<file path="src/rtl/median_arbiter.sv">
// Round-robin arbiter sharing one 9-sample median core among NREQ requesters.
// Optional WAIT timeout abort is compiled in with `define MEDIAN_ARB_TIMEOUT_EN.
module median_arbiter #(
    parameter int NREQ     = 4,
    parameter int DW       = 8,
    parameter int NSAMPLES = 9,
    parameter int TIMEOUT  = 50
) (
    input  logic               CLK,
    input  logic               RST,
    input  logic [NREQ-1:0]    REQ,
    output logic [NREQ-1:0]    GNT,
    input  logic [NREQ-1:0]    REQ_DSI,
    input  logic [NREQ*DW-1:0] REQ_DI,
    output logic [DW-1:0]      RES_DO,
    output logic [NREQ-1:0]    RES_VALID,
    output logic               ERR,
    output logic               BUSY,
    output logic               M_DSI,
    output logic [DW-1:0]      M_DI,
    output logic               M_nRST,
    input  logic               M_DSO,
    input  logic [DW-1:0]      M_DO
);

    localparam int PW = (NREQ > 1) ? $clog2(NREQ) : 1;
    localparam int CW = $clog2(NSAMPLES + 1);

    typedef enum logic [2:0] {
        S_IDLE,
        S_GRANT,
        S_LOAD,
        S_WAIT,
        S_DONE,
        S_ABORT
    } state_t;

    state_t            state_q, state_d;
    logic [NREQ-1:0]   gnt_q, gnt_d;
    logic [PW-1:0]     g_idx_q, g_idx_d;
    logic [PW-1:0]     ptr_q, ptr_d;
    logic [CW-1:0]     cnt_q, cnt_d;
    logic [DW-1:0]     res_do_q, res_do_d;
    logic [NREQ-1:0]   res_valid_q, res_valid_d;
    logic              err_q, err_d;
    logic              m_dsi_q, m_dsi_d;
    logic [DW-1:0]     m_di_q, m_di_d;
    logic              m_nrst_q, m_nrst_d;
`ifdef MEDIAN_ARB_TIMEOUT_EN
    localparam int TW = $clog2(TIMEOUT + 1);
    logic [TW-1:0]     tmo_q, tmo_d;
`endif

    logic [DW-1:0]     req_di_arr [NREQ];
    logic              pick_found;
    logic [PW-1:0]     pick_idx;
    logic [PW-1:0]     cand_idx;
    logic [PW-1:0]     ptr_next;
    logic              sel_dsi;
    logic              sel_req;
    logic [DW-1:0]     sel_di;

    for (genvar i = 0; i < NREQ; i++) begin : g_unpack
        assign req_di_arr[i] = REQ_DI[i*DW +: DW];
    end

    assign sel_dsi  = REQ_DSI[g_idx_q];
    assign sel_req  = REQ[g_idx_q];
    assign sel_di   = req_di_arr[g_idx_q];
    assign ptr_next = (g_idx_q == PW'(NREQ - 1)) ? '0 : g_idx_q + PW'(1);

    // First requester at or after the pointer, wrapping modulo NREQ.
    always_comb begin
        pick_found = 1'b0;
        pick_idx   = '0;
        cand_idx   = '0;
        for (int k = 0; k < NREQ; k++) begin
            cand_idx = PW'((int'(ptr_q) + k) % NREQ);
            if (!pick_found && REQ[cand_idx]) begin
                pick_found = 1'b1;
                pick_idx   = cand_idx;
            end
        end
    end

    // NOTE: every signal gets its default before the case so no path can infer a latch.
    always_comb begin
        state_d     = state_q;
        gnt_d       = gnt_q;
        g_idx_d     = g_idx_q;
        ptr_d       = ptr_q;
        cnt_d       = cnt_q;
        res_do_d    = res_do_q;
        res_valid_d = '0;
        err_d       = 1'b0;
        m_dsi_d     = 1'b0;
        m_di_d      = '0;
        m_nrst_d    = 1'b1;
`ifdef MEDIAN_ARB_TIMEOUT_EN
        tmo_d       = tmo_q;
`endif
        unique case (state_q)
            S_IDLE: begin
                if (pick_found) begin
                    gnt_d           = '0;
                    gnt_d[pick_idx] = 1'b1;
                    g_idx_d         = pick_idx;
                    state_d         = S_GRANT;
                end
            end
            S_GRANT: begin
                if (sel_dsi) begin
                    m_dsi_d = 1'b1;
                    m_di_d  = sel_di;
                    cnt_d   = CW'(1);
                    state_d = S_LOAD;
                end else if (!sel_req) begin
                    gnt_d   = '0;
                    state_d = S_IDLE;
                end
            end
            S_LOAD: begin
                if (sel_dsi) begin
                    m_dsi_d = 1'b1;
                    m_di_d  = sel_di;
                    cnt_d   = cnt_q + CW'(1);
                    if (cnt_q == CW'(NSAMPLES - 1)) begin
                        state_d = S_WAIT;
`ifdef MEDIAN_ARB_TIMEOUT_EN
                        tmo_d   = '0;
`endif
                    end
                end else begin
                    // Broken burst: reset the core while ERR is visible.
                    err_d    = 1'b1;
                    m_nrst_d = 1'b0;
                    gnt_d    = '0;
                    state_d  = S_ABORT;
                end
            end
            S_WAIT: begin
                if (M_DSO) begin
                    res_do_d    = M_DO;
                    res_valid_d = gnt_q;
                    gnt_d       = '0;
                    state_d     = S_DONE;
`ifdef MEDIAN_ARB_TIMEOUT_EN
                end else if (tmo_q == TW'(TIMEOUT - 1)) begin
                    err_d    = 1'b1;
                    m_nrst_d = 1'b0;
                    gnt_d    = '0;
                    state_d  = S_ABORT;
                end else begin
                    tmo_d = tmo_q + TW'(1);
`endif
                end
            end
            S_DONE: begin
                ptr_d   = ptr_next;
                state_d = S_IDLE;
            end
            S_ABORT: begin
                ptr_d   = ptr_next;
                state_d = S_IDLE;
            end
            default: state_d = S_IDLE;
        endcase
    end

    // NOTE: sequential state uses non-blocking assignments only; every flop here is reset.
    always_ff @(posedge CLK or posedge RST) begin
        if (RST) begin
            state_q     <= S_IDLE;
            gnt_q       <= '0;
            g_idx_q     <= '0;
            ptr_q       <= '0;
            cnt_q       <= '0;
            res_do_q    <= '0;
            res_valid_q <= '0;
            err_q       <= 1'b0;
            m_dsi_q     <= 1'b0;
            m_di_q      <= '0;
            m_nrst_q    <= 1'b0;
`ifdef MEDIAN_ARB_TIMEOUT_EN
            tmo_q       <= '0;
`endif
        end else begin
            state_q     <= state_d;
            gnt_q       <= gnt_d;
            g_idx_q     <= g_idx_d;
            ptr_q       <= ptr_d;
            cnt_q       <= cnt_d;
            res_do_q    <= res_do_d;
            res_valid_q <= res_valid_d;
            err_q       <= err_d;
            m_dsi_q     <= m_dsi_d;
            m_di_q      <= m_di_d;
            m_nrst_q    <= m_nrst_d;
`ifdef MEDIAN_ARB_TIMEOUT_EN
            tmo_q       <= tmo_d;
`endif
        end
    end

    assign GNT       = gnt_q;
    assign RES_DO    = res_do_q;
    assign RES_VALID = res_valid_q;
    assign ERR       = err_q;
    assign BUSY      = (state_q != S_IDLE);
    assign M_DSI     = m_dsi_q;
    assign M_DI      = m_di_q;
    assign M_nRST    = m_nrst_q;

endmodule
</file>
<file path="config.mk">
export PLATFORM = sky130hd
export DESIGN_NAME = median_arbiter
export DESIGN_NICKNAME = d
export VERILOG_FILES = /design/src/rtl/median_arbiter.sv
export SDC_FILE = /design/constraint.sdc
export NUM_CORES = 1
export LEC_CHECK = 0
export BUFFER_PORTS_ARGS = -buffer_cell sky130_fd_sc_hd__buf_2
export CORE_MARGIN = 10
export CORE_UTILIZATION = 52
export DETAILED_ROUTE_END_ITERATION = 6
export GPL_TIMING_DRIVEN = 0
export PLACE_DENSITY = 0.85
export SLEW_MARGIN = 20
export SYNTH_ARGS = -nofsm -noshare
export SYNTH_HDL_FRONTEND = slang
export SYNTH_SLANG_ARGS = --single-unit
</file>
<file path="constraint.sdc">
create_clock -name CLK -period 4.8 [get_ports CLK]
set_input_delay 0.48 -clock CLK [delete_from_list [all_inputs] [get_ports CLK]]
set_output_delay 0.48 -clock CLK [all_outputs]
set_load 0.01 [all_outputs]
</file>
Word level (Yosys, flattened, before mapping). Index checks and enable logic that the tools add are counted.

Equal/unequal tests: 16. Mux-type cells: 51. Magnitude comparators: 8. Bitwise gates (word level): 1. Add/subtract/negate cells: 5. Reductions and logical operators: 18.

Operator list (number): $mux W4 (9); $mux W8 (4); $lt A2 B3 Y1 const B (6); $mux W3 (6); $bmux W8 S2 (1); $mux W1 (16); $pmux W4 S4 (1); $ne A2 B2 Y1 const B (7); $bmux W1 S2 (6); $pmux W3 S4 (1); $mux W2 (5); $pmux W4 S2 (1); $eq A3 B2 Y1 const B (2); $eq A3 B3 Y1 const B (2); $ne A3 B3 Y1 const B (2); $reduce_and A6 Y1 (1); $add A2 B1 Y2 const B (2); $add A2 B2 Y2 const B (2); $add A4 B1 Y4 const B (1); $eq A4 B4 Y1 const B (1); $logic_and A1 B1 Y1 (4); $reduce_and A2 Y1 (2); $reduce_and A4 Y1 (1); $reduce_bool A4 Y1 (1); 12 further kinds (15).

Bits of input ports: 51. Output and inout port bits: 28. Bits in registers: 38. Word-level logic and storage cells: 110.

Longest topological paths before layout. Gate-level depths: netlist of run 1.

Depth in word-level cells: 18. Depth in mapped cells: 6. Mapped depth without buffers: 6.

Worst setup path after synthesis of run 1. OpenSTA, ideal clock, no wires.

Kind: reg2reg. From: reg g_idx_q[0]. To: reg state_q[0]. Setup time: 72 ps. Stages on the path, launching flop included: 6. Arrival time: 1692 ps. Required time: 4728 ps. Setup slack: 3036 ps. Path through: dfrtp_1 buf_6 mux4_2 nand2b_1 mux4_2 nor2_1.

Cells in the longest elaborated chain, start to end: 4. Elaborated cells on any way between the ends: 10.

Ends and longest elaborated chain: from (decl) (RTL line 40) `logic [PW-1:0] g_idx_q, g_idx_d;`; from (signal assigned) (RTL line 190) `g_idx_q <= g_idx_d;`; $bmux W1 S2 (on tied branches) (RTL line 67, 68); $mux W1 (on tied branches) (RTL line 67, 68); $ne A3 B3 Y1 (no source line), or another cell as far along; $reduce_and A4 Y1 (no source line) or $pmux W3 S4 (tied branches); to (signal assigned) (RTL line 188) `state_q <= state_d;`; to (decl) (RTL line 38) `state_t state_q, state_d;`.

Several ways; a longest one is shown, not always the timed one. The select of a mux whose other input is x is not followed. A chain may end at the register's enable or synchronous reset.

Worst setup path after layout of run 1.
From: in REQ[2]. To: reg gnt_q[2] (netlist: GNT[2]).

Cells in the longest elaborated chain, start to end: 18. Elaborated cells on any way between the ends: 34.

Ends and longest elaborated chain: from (decl) (RTL line 11) `input logic [NREQ-1:0] REQ,`; $bmux W1 S2 (RTL line 79) `if (!pick_found && REQ[cand_idx]) begin`; $mux W1 (implied by the code) (RTL line 79); $mux W1 (RTL line 79); $logic_not A1 Y1 (RTL line 79); $logic_and A1 B1 Y1 (RTL line 79); $mux W1 (RTL line 79); $logic_not A1 Y1 (RTL line 79); $logic_and A1 B1 Y1 (RTL line 79); (+2 left out); $logic_and A1 B1 Y1 (RTL line 79); $mux W2 (RTL line 79); $lt A2 B3 Y1 (implied by the code) or $ge A2 B1 Y1 (tied branches) (RTL line 106) `gnt_d[pick_idx] = 1'b1;`; $logic_and A1 B1 Y1 (implied by the code) (RTL line 106); $mux W1 (implied by the code) (RTL line 106); $demux W1 S2 (RTL line 106); $mux W4 (RTL line 104) `if (pick_found) begin`; $pmux W4 S4 (RTL line 102) `unique case (state_q)`; to (signal assigned) (RTL line 189) `gnt_q <= gnt_d;`; to (decl) (RTL line 39) `logic [NREQ-1:0] gnt_q, gnt_d;`.

Several ways; a longest one is shown, not always the timed one. The select of a mux whose other input is x is not followed.

==> metrics.md, run 1 <==
| Metric | Value |
|---|---|
| Fillers | 240 |
| CP max FO | 6 |
| Met3 GRT Util | 0.0480 |
| Slowest CP cell | nor4_1 |
| CP top delay family | compound AO/OA/AOI/OAI gates |
| Most numerous cell in the Yosys netlist | dfrtp_1 |
| Via/cell ratio | 5.54 |
| Setup TNS Final | 0 ps |
| Leading area contributor after synthesis | dfrtp_1 |
| Worst r2r dst | M_DI[2] |
| Die X | a little over 80 um |
| Clock skew | 7.07 ps |
| Mean routed wirelength per cell | between 15 and 20 um |
| Initial Utilization | 0.538 |
| Hold WS | 308 ps |
| Clk_lat worst skew | roughly 300 ps |
| Top_reg_cell synth | dfrtp_1 |
| Via count | 1,673 |
| Mapped Avg Cell Area | 11.7 um2 |
| Clock root buffer master | clkbuf_8 |
| Worst rel slew slack | 0.498 |
| Placeable Area | 3660 um2 |
| Gr busiest metal | met2 |
| R2R depth | 4 |
| DR pass1 iterations | 4 |
| Worst-margin pin slew | around 750 ps |
| Num CTS Buffers | 5 |
| # H-tree levels | 2 |
| FF-to-FF Start | g_idx_q[0] |
| CP Buf/Inv Count | 1 |
| Share of cells above drive strength 1 | 0.445 |
| Clock buffer depth | 2 |
| Final period utilization | 0.411 |
| Netlist Area Pre-Place | 1970 um2 |
| CP Capture Type | register |
| Post-synth ARST share | 1.00 |
| Slew Limit Fails | 0 |
| Largest cells by area after synthesis | dfrtp_1, mux4_2, mux2_2 |
| Final Critical Period | 1970 ps |
| Post-route ant nets | 0 |
| Post-cts hold buffer count | 0 |
| Die Footprint | 6650 um2 |
| Power, Total | roughly 1600 uW |
| Flop2flop setup slack | 2860 ps |
| Synth top area share | 0.483 |
| Vias in the first global route | 1,681 |
| Worst Hold Class | input port to async pin |
| Synth top cells by count | dfrtp_1, inv_1, mux2_2, mux4_2 |
| Final wirelength | 5.32 mm |
| Largest net degree at the start of global routing | 39 |
| Kind of critical path | input port to register |
| PortBufs | 78 |
| Final Util | 0.699 |
| Setup Fix Bufs, Post-CTS | 0 |
| Fmax | 0.507 GHz |
| Final Wtd Congestion | ~0.85 |
| Yosys reg bits | 38 |
| Total track usage | 0.158 |
| DIE HEIGHT | 81.5 um |
| Area growth syn-to-layout | 29.9% |
| Post_cts resized | 0 |
| Power Density | around 620 nW/um2 |
| Yosys warnings | 0 |
| Max incr delay on CP | 630 ps |
| Syn_nets | roughly 220 |
| Maximum vdd drop | 0.273 mV |
| Final #Nets | 307 |
| DPL Wire Length | 4.23 mm |
| Unique masters post-synth | 42 |
| M2 GR Usage | 0.279 |
| Crit path DAT | 2200 ps |
| Element type at the critical path start | input port |
| Register area share after synthesis | 0.483 |
| DRC | 0 |
| FF+latch area | 951 um2 |
| Grt total ovfl | 0 |
| Final setup viols | 0 |
| Ant diodes | 0 |
| Hold Vio Cnt, Final | 0 |
| Clock sink count | 38 |
| DR iter-0 viols | 108 |
| Status | finished, final reports clean |
| Area of the multi-input gates | roughly 920 um2 |
| Pleak | 0.00125 uW |
| Global-route wire length before repair | 8.22 mm |
| Ports | 79 |
| CTS tree | done |
| Reg clk slew, reported paths | 80 ps |
| Initial antenna violation count | 0 |
| Max_cap viols | 0 |
| Post-synth EDFFs | 0 |
| Unrepaired setup endpoints after global routing | no |
| Req. time, crit path | 5030 ps |
| CP Cell Sequence | buf_2 > nor4_1 > o21bai_1 > o311ai_0 > a32o_1 |
| GR Layer Usage met1 | 0.180 |
| Mapped Cells | 168 |
| FP Rows | 22 |
[cell families after synthesis]
kind of cell,after synthesis,synth area share
compound gates,30,0.111
simple gates,47,0.133
mux,24,0.199
flops,38,0.483
buf+inv,25,0.0515
xor+xnor,1,0.00445
fa+ha+maj,3,0.0191
[cell type report]
class,instances,share of cell area
plain buffers,10,0.0176
flip-flops and latches,38,0.372
repair buffers,78,0.153
multi-input cells,105,0.359
clock inverters,3,0.0269
inverters,15,0.0220
clock buffers,5,0.0269
well taps,48,0.0235
[flip-flops by register name (all words and copies together), names as in the netlist]
register	count
state_q	3
RES_VALID	4
cnt_q	4
ptr_q	2
RES_DO	8
M_nRST	1
GNT	4
g_idx_q	2
ERR	1
M_DI	8
M_DSI	1
[report_power, final]
part | internal (uW) | leakage, uW | switching (uW)
registers | 446 | 0.000486 | 74.5
clock network | 208 | 0.0000683 | 118
logic | 343 | 0.000698 | 395
total | 997 | 0.00125 | 587
[routing by layer]
| layer | up-vias | wire (um) |
|---|---|---|
| li1 | 783 | - |
| met1 | 809 | 1990 |
| met2 | 70 | 2810 |
| met3 | 11 | 431 |
| met4 | 0 | 81 |
| met5 | - | 0 |
[placed cells by master, fill, tap and decap left out, types with 2 or more instances in the layout]
| cell | synthesis | layout |
|---|---|---|
| a21oi_1 | 4 | 4 |
| nand3_1 | 4 | 4 |
| o21a_1 | 3 | 3 |
| nand2_1 | 8 | 8 |
| buf_2 | 0 | 78 |
| o32ai_1 | 2 | 2 |
| mux2i_1 | 2 | 2 |
| nor2_1 | 7 | 7 |
| ha_1 | 3 | 3 |
| o22ai_1 | 2 | 2 |
| nand2b_1 | 4 | 4 |
| nor4_1 | 2 | 2 |
| inv_1 | 15 | 14 |
| a221oi_1 | 2 | 2 |
| mux2_2 | 11 | 11 |
| or2_2 | 2 | 2 |
| o21ai_0 | 5 | 5 |
| a32o_1 | 2 | 2 |
| clkbuf_8 | 0 | 5 |
| mux4_2 | 11 | 11 |
| dfrtp_1 | 38 | 38 |
| nor2b_1 | 9 | 9 |
| or3_1 | 3 | 3 |
| bufinv_16 | 0 | 2 |
| clkbuf_1 | 9 | 9 |
[metrics by stage]
step / cell area, um2 / worst slack [ps] / instances
finish: 2560 / 2830 / 302
global route: 2560 / 2690 / 302
CTS: 2560 / 2830 / 302
detailed placement: 2420 / 2660 / 294
global placement: 2420 / 2740 / 294
floorplan: 1970 / 3040 / 168
[worst max-delay path by stage]
stage                     startpoint          to  slack (ps)  depth (start not counted)
after floorplan           g_idx_q[0]  state_q[0]        3040                          5
after global placement        REQ[2]      GNT[0]        2740                          5
after detailed placement      REQ[2]      GNT[2]        2660                          5
after CTS                 g_idx_q[0]     M_DI[2]        2830                          4
after global routing          REQ[2]      GNT[2]        2690                          5
final                         REQ[2]      GNT[2]        2830                          5
Note: power is estimated with default switching activity, not from simulation.
==> run 2, diff against run 1 <==
--- a/config.mk
+++ b/config.mk
@@ -7,10 +7,10 @@
 export LEC_CHECK = 0
 export BUFFER_PORTS_ARGS = -buffer_cell sky130_fd_sc_hd__buf_2
 export CORE_MARGIN = 10
-export CORE_UTILIZATION = 52
+export CORE_UTILIZATION = 43
 export DETAILED_ROUTE_END_ITERATION = 6
 export GPL_TIMING_DRIVEN = 0
-export PLACE_DENSITY = 0.85
+export PLACE_DENSITY = 0.75
 export SLEW_MARGIN = 20
 export SYNTH_ARGS = -nofsm -noshare
 export SYNTH_HDL_FRONTEND = slang
==> constraint.sdc (replaced) <==
create_clock -name CLK -period 1.68 [get_ports CLK]
set_input_delay 0.168 -clock CLK [delete_from_list [all_inputs] [get_ports CLK]]
set_output_delay 0.168 -clock CLK [all_outputs]
set_load 0.01 [all_outputs]
==> metrics.md, run 2 (synthesis gave the netlist of run 1 again) <==
| Metric | Value |
|---|---|
| Final wirelength | between 5 and 6 mm |
| PortBufs | 78 |
| Ant diodes | 0 |
| Unrepaired setup endpoints after global routing | yes |
| Worst rel slew slack | 0.566 |
| Slew Limit Fails | 0 |
| Crit path DAT | 2080 ps |
| Placeable Area | approximately 4400 um2 |
| Failing checks | setup timing |
| Final setup viols | 14 |
| Initial Utilization | 0.449 |
| DR iter-0 viols | 123 |
| Final Critical Period | ~1900 ps |
| DPL Wire Length | 4.04 mm |
| FP Rows | 24 |
| Req. time, crit path | around 1900 ps |
| Die X | 87.7 um |
| Final Util | 0.613 |
| Final Wtd Congestion | just under 0.8 |
| Ports | 79 |
| Commonest cells after routing, fill and taps aside | buf_2, dfrtp_1, inv_1 |
| Final WS setup | -170 ps |
| Fmax | 0.540 GHz |
| DR pass1 iterations | 5 |
| Worst Hold Class | input port to register |
| Initial antenna violation count | 0 |
| Grt total ovfl | 0 |
| Clock root buffer master | clkbuf_8 |
| Status | finished, violations left |
| Placed Area | between 2000 and 2500 um2 |
| Final period utilization | 1.10 |
| Largest net degree at the start of global routing | 25 |
| CP Capture Type | register |
| Max_cap viols | 0 |
| Maximum vdd drop | slightly below 0.8 mV |
| Worst-margin pin slew | 645 ps |
| Fillers | 362 |
| Pleak | approximately 0.0013 uW |
| Post-route ant nets | 0 |
| # H-tree levels | 2 |
| Share of cells above drive strength 1 | 0.525 |
| Reg clk slew, reported paths | 80 ps |
| Most common cell after layout, fill and taps aside | buf_2 |
| Clock skew | 3.23 ps |
| Total track usage | 0.136 |
| Via count | 1,675 |
| Num CTS Buffers | 5 |
| Mean routed wirelength per cell | 17.7 um |
| Power Density | between 1500 and 2000 nW/um2 |
| Via/cell ratio | 5.39 |
| Element type at the critical path start | register |
| Area growth syn-to-layout | 36.5% |
| Global-route wire length before repair | 8.21 mm |
| Vias in the first global route | 1,727 |
| Hold Vio Cnt, Final | 0 |
| Die Footprint | between 7000 and 8000 um2 |
| Kind of critical path | register to register |
| Final #Nets | ~310 |
| CTS tree | done |
| CP max FO | 5 |
| Post-route cell area | 2690 um2 |
| DRC | 0 |
| Clock sink count | 38 |
| DIE HEIGHT | 87.7 um |
| Clock buffer depth | 2 |
| Clk_lat worst skew | 290 ps |
[run 2: worst max-delay path, cell delays in order, from the launching register on]
cell and delay (ps):
dfrtp_1 390, buf_6 140, mux4_2 550, nand2b_4 160
mux4_2 450, nor2_1 90
[run 2: final cells by class]
class / count / area, um2 / share of cell area
Multi-Input combinational cell: 106 / 990 / 0.368
Sequential cell: 38 / 952 / 0.354
Timing Repair Buffer: 84 / 458 / 0.170
Clock buffer: 5 / 68.8 / 0.0256
Tap cell: 52 / 65.1 / 0.0242
Inverter: 15 / 56.3 / 0.0209
Buffer: 8 / 52.6 / 0.0196
Clock inverter: 3 / 45.0 / 0.0168
[run 2: metal layers]
| metal | GRT usage | share of wire |
|---|---|---|
| met1 | 0.147 | 0.37 |
| met2 | 0.231 | 0.54 |
| met3 | 0.0483 | 0.080 |
| met4 | 0.0638 | 0.018 |
| met5 | 0 | 0 |
[run 2: where the power goes]
part	total [uW]	leakage [uW]	internal, uW	switching [uW]
sequential	1490	0.000484	1280	216
combinational	2370	0.000775	1170	1210
clock	788	0.0000504	442	346
[run 2: stage by stage]
stage | hold WS (ps) | setup WS (ps) | power (uW) | std cells | TNS (ps)
6_report | 97.1 | -170 | 4650 | 311 | -884
5_1_grt | 96.2 | -217 | 4960 | 311 | -1790
4_1_cts | 90.4 | -169 | 4510 | 308 | -833
3_5_place_dp | 167 | -291 | 3580 | 299 | -3580
3_3_place_gp | 400 | -281 | 3500 | 298 | -3430
2_1_floorplan | 318 | -84.0 | 2910 | 168 | -737
[run 2: repair_timing]
item	4_1_cts	5_1_grt
hold buffers	1	0
cloned	0	1
hold endpoints to repair	14	0
pin swaps	3	4
endpoints found under the setup margin	25	28
resized for setup	14	14
buffers inserted	2	2
[run 2: path summary, 6_finish.rpt]
check,from,end,slack [ps],depth (start not counted)
worst max-delay path,g_idx_q[0],state_q[0],-170,5
worst min-delay path,M_DO[2],RES_DO[2],100,2
worst max register to register,g_idx_q[0],state_q[0],-170,5
worst min register to register,ptr_q[0],ptr_q[0],480,2
max in group asynchronous,RST,M_DI[1],850,4
min in group asynchronous,RST,ptr_q[1],400,3
